===== src/rtl/mac_acc.sv =====
// mac_acc: accumulates MAC-array column partial sums across input-channel tiles
// and queues saturated per-column results in a small FWFT output FIFO.
module mac_acc #(
    parameter int COLUMN = 6,
    parameter int CW     = 19,
    parameter int OW     = 22,
    parameter int LAT    = 8,
    parameter int DEPTH  = 4
) (
    input  logic                   clk,
    input  logic                   rst,
    input  logic                   in_valid,
    input  logic                   in_first,
    input  logic                   in_last,
    output logic                   in_ready,
    input  logic [COLUMN*CW-1:0]   mac_s_data,
    output logic                   out_valid,
    input  logic                   out_ready,
    output logic [COLUMN*OW-1:0]   out_data,
    output logic                   err
);
    localparam int AW = $clog2(DEPTH);
    localparam int IW = $clog2(LAT + DEPTH + 2) + 1;

    typedef enum logic {IDLE, ACCUM} state_t;

    state_t                 state, state_n;
    logic [2:0]             sr [LAT];
    logic                   a_valid, a_first, a_last;
    logic                   accept, push, pop, err_set;
    logic [OW-1:0]          acc [COLUMN];
    logic [OW-1:0]          acc_n [COLUMN];
    logic [COLUMN*OW-1:0]   acc_flat;
    logic [COLUMN*OW-1:0]   mem [DEPTH];
    logic [COLUMN*OW-1:0]   hold;
    logic [AW-1:0]          wr_ptr, rd_ptr;
    logic [AW:0]            count;
    logic [IW-1:0]          inflight;

    assign accept = in_valid & in_ready;
    assign {a_valid, a_first, a_last} = sr[LAT-1];

    // sideband {valid, first, last} travels alongside the array pipeline
    always_ff @(posedge clk) begin
        if (rst) begin
            for (int i = 0; i < LAT; i++) sr[i] <= '0;
        end else begin
            sr[0] <= accept ? {1'b1, in_first, in_last} : 3'b000;
            for (int i = 1; i < LAT; i++) sr[i] <= sr[i-1];
        end
    end

    for (genvar c = 0; c < COLUMN; c++) begin : g_lane
        logic [OW:0] base, sum;
        assign base = (state == ACCUM && !a_first) ? {acc[c][OW-1], acc[c]} : '0;
        assign sum = base + {{(OW+1-CW){mac_s_data[c*CW+CW-1]}}, mac_s_data[c*CW +: CW]};
        assign acc_n[c] = (sum[OW] != sum[OW-1]) ? {sum[OW], {(OW-1){~sum[OW]}}} : sum[OW-1:0];
        assign acc_flat[c*OW +: OW] = acc_n[c];
    end

    always_ff @(posedge clk) begin
        if (rst) begin
            for (int c = 0; c < COLUMN; c++) acc[c] <= '0;
        end else if (a_valid) begin
            for (int c = 0; c < COLUMN; c++) acc[c] <= acc_n[c];
        end
    end

    always_ff @(posedge clk) begin
        state <= rst ? IDLE : state_n;
    end

    always_comb begin
        state_n = a_valid ? (a_last ? IDLE : ACCUM) : state;
    end

    always_comb begin
        push    = a_valid & a_last;
        err_set = a_valid & ((state == IDLE && !a_first) || (state == ACCUM && a_first));
    end

    always_ff @(posedge clk) begin
        if (rst) err <= 1'b0;
        else if (err_set) err <= 1'b1;
    end

    assign out_valid = count != '0;
    assign pop       = out_valid & out_ready;
    assign out_data  = out_valid ? mem[rd_ptr] : hold;

    always_ff @(posedge clk) begin
        if (push) mem[wr_ptr] <= acc_flat;
    end

    always_ff @(posedge clk) begin
        if (rst) begin
            wr_ptr <= '0;
            rd_ptr <= '0;
            count  <= '0;
            hold   <= '0;
        end else begin
            if (push) wr_ptr <= wr_ptr + 1'b1;
            if (pop) begin
                rd_ptr <= rd_ptr + 1'b1;
                hold   <= mem[rd_ptr];
            end
            count <= count + (AW+1)'(push) - (AW+1)'(pop);
        end
    end

    // results already committed downstream of the acceptance point
    always_comb begin
        inflight = IW'(accept & in_last);
        for (int i = 0; i < LAT; i++) inflight = inflight + IW'(sr[i][0]);
    end

    always_ff @(posedge clk) begin
        if (rst) in_ready <= 1'b1;
        else in_ready <= (IW'(count) + inflight) < IW'(DEPTH);
    end

    always_ff @(posedge clk) begin
        if (!rst) assert (!(push && count == (AW+1)'(DEPTH) && !pop));
    end
endmodule


===== config.mk =====
export PLATFORM = sky130hd
export DESIGN_NAME = mac_acc
export DESIGN_NICKNAME = d
export VERILOG_FILES = /design/src/rtl/mac_acc.sv
export SDC_FILE = /design/constraint.sdc
export NUM_CORES = 1
export LEC_CHECK = 0
export ABC_AREA = 1
export CAP_MARGIN = 20
export CORE_UTILIZATION = 30
export CTS_CLUSTER_DIAMETER = 100
export DETAILED_ROUTE_END_ITERATION = 8
export SLEW_MARGIN = 10
export SYNTH_ARGS = -nofsm -noshare
export SYNTH_HDL_FRONTEND = slang
export SYNTH_SLANG_ARGS = --single-unit

===== constraint.sdc =====
create_clock -name clk -period 7.2 [get_ports clk]
set_clock_uncertainty 0.1 [all_clocks]
set_input_delay 1.44 -clock clk [delete_from_list [all_inputs] [get_ports clk]]
set_output_delay 1.44 -clock clk [all_outputs]
set_load 0.01 [all_outputs]

### Word-level counts from Yosys, hierarchy flattened

Memory sizes are Yosys's and may differ from the RTL's. A register that Yosys moved wholly into a read port is not among the register bits.
Index checks and enable logic that the tools add are counted.

* bits in registers: 142
* memories kept: 3
* logic and storage cells: 107
* bits in writable memories: 684

Memories
* mem: depth 4, width 132, rd ports 1, clocked after Yosys merged registers in 1, wr ports 1, RTL line 34 `logic [COLUMN*OW-1:0] mem [DEPTH];`
* acc: depth 6, width 22, rd ports 6, clocked after Yosys merged registers in 0, wr ports 6, RTL line 31 `logic [OW-1:0] acc [COLUMN];`
* sr: depth 8, width 3, rd ports 8, clocked after Yosys merged registers in 0, wr ports 8, RTL line 28 `logic [2:0] sr [LAT];`

* equal/unequal tests: 6
* reductions and logical operators: 6
* order comparisons: 1
* add/sub/neg operators: 19
* multiplexer cells: 39
* bitwise logic cells: 26

Operator list (count)
* 2-to-1 mux 22 bit: 12
* adder 23 bit: 6
* 2-to-1 mux 23 bit: 6
* 2-to-1 mux 132 bit: 1
* 2-to-1 mux 3 bit: 9
* adder 5 x 1 -> 5 bit: 4
* OR 1 bit: 14
* 2-to-1 mux 1 bit: 9
* NOT 1 bit: 7
* != test 1 bit: 6
* adder 3 x 5 -> 5 bit: 1
* adder 4 x 1 -> 5 bit: 1
* bitwise AND 1 bit: 5
* < comparator 5 x 3 -> 1 bit, second input constant: 1
* adder 2 x 1 -> 2 bit, second input constant: 2
* adder 3 x 1 -> 4 bit: 1
* 2-to-1 mux 2 bit: 2
* adder 2 x 1 -> 3 bit: 1
* adder 3 x 1 -> 3 bit: 1
* logical AND 1 bit: 3
* nonzero test 3 bit: 1
* subtractor 3 x 1 -> 3 bit: 1
* adder 1 x 1 -> 2 bit: 1
* logical NOT 1 bit: 1
* logical OR 1 bit: 1

### Longest topological paths before layout

* word-level depth: 12
* mapped depth: 23
* gate-level depth less buffers: 18

### Least setup slack after synthesis

OpenSTA, ideal clock, no wires.

* kind: flip-flop to flip-flop
* start point: reg wr_ptr[0]
* end point: mem mem[2][0] in the netlist's numbering, enable pin
* cell stages (with the launch flop): 5
* arrival: 6029 ps
* buffers on the path: 0
* setup slack: 446 ps
* cells stage by stage: dfxtp_1 -> inv_1 -> ha_1 -> inv_1 -> nor2_1

RTL lines
* from (decl): RTL line 36 `logic [AW-1:0] wr_ptr, rd_ptr;`
* from (signal assigned): RTL line 102 `if (push) wr_ptr <= wr_ptr + 1'b1;`
* to (decl): RTL line 34

Straight into the memory's write port.

==> flow_metrics.tcl <==
set metrics [dict create \
    synth_nets 5075 \
    worstSkewPairLatency_ns 0.69 \
    grt-ovfl-total 0 \
    cts_hold_buffers 0 \
    dr.pass1.iters 6 \
    r2r-start "state" \
    ys_top_cells_by_count "nand2_1 (1110), edfxtp_1 (660), inv_1 (569)" \
    r2r_slack_ns 2.66 \
    async_flop_share_pct 0 \
    period_share_pct 80.29 \
    r2r_end "mem[2][103]" \
    hold_violations 0 \
    crit_chain "buf_4 > buf_4 > o21ai_0 > o22ai_1 > inv_1 > o21ai_0 > clkdlybuf4s50_1" \
    outcome "finished, final reports clean" \
    grt_max_degree 139 \
    dp_slack_ns 2.086 \
    grt_pass1_wl_mm 187.4 \
    vias 33076 \
    clk_pin_slew_ns 0.06 \
    viasPerCell 4.792 \
    yosys.area.top_type "edfxtp_1" \
    tns_ns 0 \
    holdPathEnd "sr[0][4]" \
    worst_slack_ns 1.419 \
    cts_tree "yes" \
    design.die.area_sq_mm 0.1436 \
    fin_nets 5226 \
    min-delay-start "sr[0][1]" \
    rsz0062_at_grt "false" \
    slowest_stage "buf_4" \
    synth_top_area_share_pct 46.50 \
    crit_path_start_kind "register" \
    clkSinkCount 828 \
    synth.yosys.seq_area_share_pct 54.40 \
    reg2regPathDepth 15 \
    power.density_mw_per_mm2 303.8 \
    cts_resized 0 \
    drt-initial-drc-count 2544 \
    layout_min_cycle_time_ns 5.781 \
    synth-main-ff-cell "edfxtp_1" \
    io_buffer_count 254 \
    synth-edff-count 660 \
    timing.critical_path.to_type "primary output" \
    yosys_warnings 0 \
    setup.worst_path.class "reg2out" \
    area_growth_pct 17.40 \
    syn_avg_cell_area_sq_um 8.879 \
    p_leak_nw 21.14 \
    ys_ff_latch 828 \
    tightestPinTransition_ns 1.178 \
    grt_antenna_before_repair 3 \
    wl_per_cell_um 17.90 \
    initial_core_util_pct 30.39 \
    first_global_vias 31703 \
    worstPathRequired_ns 5.66 \
    min_path_cells 2 \
    htree_levels 3 \
    layout-drive-gt1-share_pct 6.327 \
    rows 137 \
    critPathMaxFanout 74 \
    synthCells 4800 \
    dp_hpwl_mm 81.80 \
    gr-usage-all-layers_pct 16.96 \
    place_congestion 0.9232 \
    hold_class "reg2reg" \
    die_y_um 378.9 \
    syn_area_sq_mm 0.04262 \
    cts_buffers 89 \
    setup_viol 0 \
    relSlewSlack_pct 21.49 \
    yosysUniqueCellTypes 39 \
    fin_cells 6903 \
    root_buffer "clkbuf_16" \
    ant_nets 0 \
    post-synth-top-count-cell "nand2_1" \
    timing.fmax_mhz 173.0 \
    place_inst 6736 \
    post-cts-setup-buffer-count 0 \
    drc 0 \
    max_stage_delay_ns 0.72 \
    wl_mm 123.6 \
    clk_path_buf_depth 3 \
    post-route-util_pct 35.68 \
    cap_violations 0 \
    die_x_um 378.9 \
    io_pins 255 \
    cp.arrival_ns 4.24 \
    finalMaxSlewViolations 0 \
    synthTopCellsByArea "edfxtp_1 (47%), nand2_1 (9.8%), dfxtp_1 (7.9%)" \
    core_sq_mm 0.1402 \
    ir_drop_mv 0.4343 \
]
==> flip-flops by register name, indices dropped and copies added (netlist names), named ones only <==
signal    cells
acc         132
count         3
in_ready      1
hold        132
state         1
wr_ptr        2
mem         528
err           1
rd_ptr        2
sr           24
==> per-layer routing <==
| layer | vias up | GRT usage, % | share of wire [%] |
|---|---|---|---|
| met3 | 145 | 2.610 | 5.7 |
| met2 | 822 | 26.36 | 44 |
| li1 | 16443 | - | - |
| met4 | 0 | 5.379 | 2.6 |
| met1 | 15666 | 24.03 | 48 |
| met5 | - | 0 | 0 |
==> final cells by class <==
cell class	count	area [sq um]
Antenna cell	1	2.502
Clock buffer	122	2505
Clock inverter	44	590.6
Fill cell	14283	90190
Inverter	577	2188
Multi-Input combinational cell	3170	16350
Sequential cell	828	23190
Tap cell	1876	2347
Timing Repair Buffer	285	2863
==> worst max-delay path, delay by kind of cell (launching register included) <==
family	cells	cell delay [ns]
AO/OA/AOI/OAI	3	0.90
buffers and inverters	4	1.92
flip-flops	1	0.61
==> through the flow <==
stage / power [W] / cell area [sq um] / hold WS (ns)
global placement: 0.01044 / 46930 / 0.2930
finish: 0.01520 / 50030 / 0.3037
CTS: 0.01537 / 50030 / 0.3072
floorplan: 0.008102 / 42620 / 0.2883
global route: 0.01596 / 50030 / 0.3184
detailed placement: 0.01050 / 46930 / 0.2923
==> cell families (layout without fill, tap and decap cells) <==
group / Yosys count / count (layout) / synth area share [%]
AND/OR/NAND/NOR: 1809 / 1809 / 17.47
AO/OA/AOI/OAI: 1127 / 1127 / 14.36
flip-flops: 828 / 828 / 54.40
buffers and inverters: 802 / 1028 / 7.384
adder cells (fa/ha/maj): 155 / 155 / 4.762
XOR/XNOR: 79 / 79 / 1.624
other: 0 / 1 / 0
==> where the power goes <==
| part | internal, W | leakage [nW] | switching, W |
|---|---|---|---|
| registers | 0.00550 | 7.48 | 0.000175 |
| clock network | 0.00288 | 1.49 | 0.00195 |
| logic | 0.00174 | 12.2 | 0.00295 |
| total | 0.0101 | 21.1 | 0.00508 |
==> layout by cell type (no fill, tap or decap), types with 19 or more instances in the layout <==
cell,netlist,routed
xor2_1,61,61
nor2_1,429,425
clkbuf_16,0,91
nand3_1,86,86
o22ai_1,132,132
a21oi_2,57,57
clkbuf_1,181,19
edfxtp_1,660,660
dfxtp_1,168,166
nand4_1,56,56
clkdlybuf4s50_1,0,254
buf_4,4,24
o21ai_0,558,558
ha_1,143,142
a21oi_1,340,340
inv_1,569,566
nand2_2,32,32
nand2_1,1110,1109
o21bai_1,35,35
==> worst max path at each step <==
stage	end	slack, ns	cells past startpoint
detailed placement	out_data[64]	2.09	7
global placement	out_data[64]	2.11	7
finish	out_data[80]	1.42	7
floorplan	mem[2][0]	0.45	4
global route	out_data[80]	1.15	7
CTS	out_data[64]	1.33	7
No activity file was read; power rests on OpenSTA's default activity.
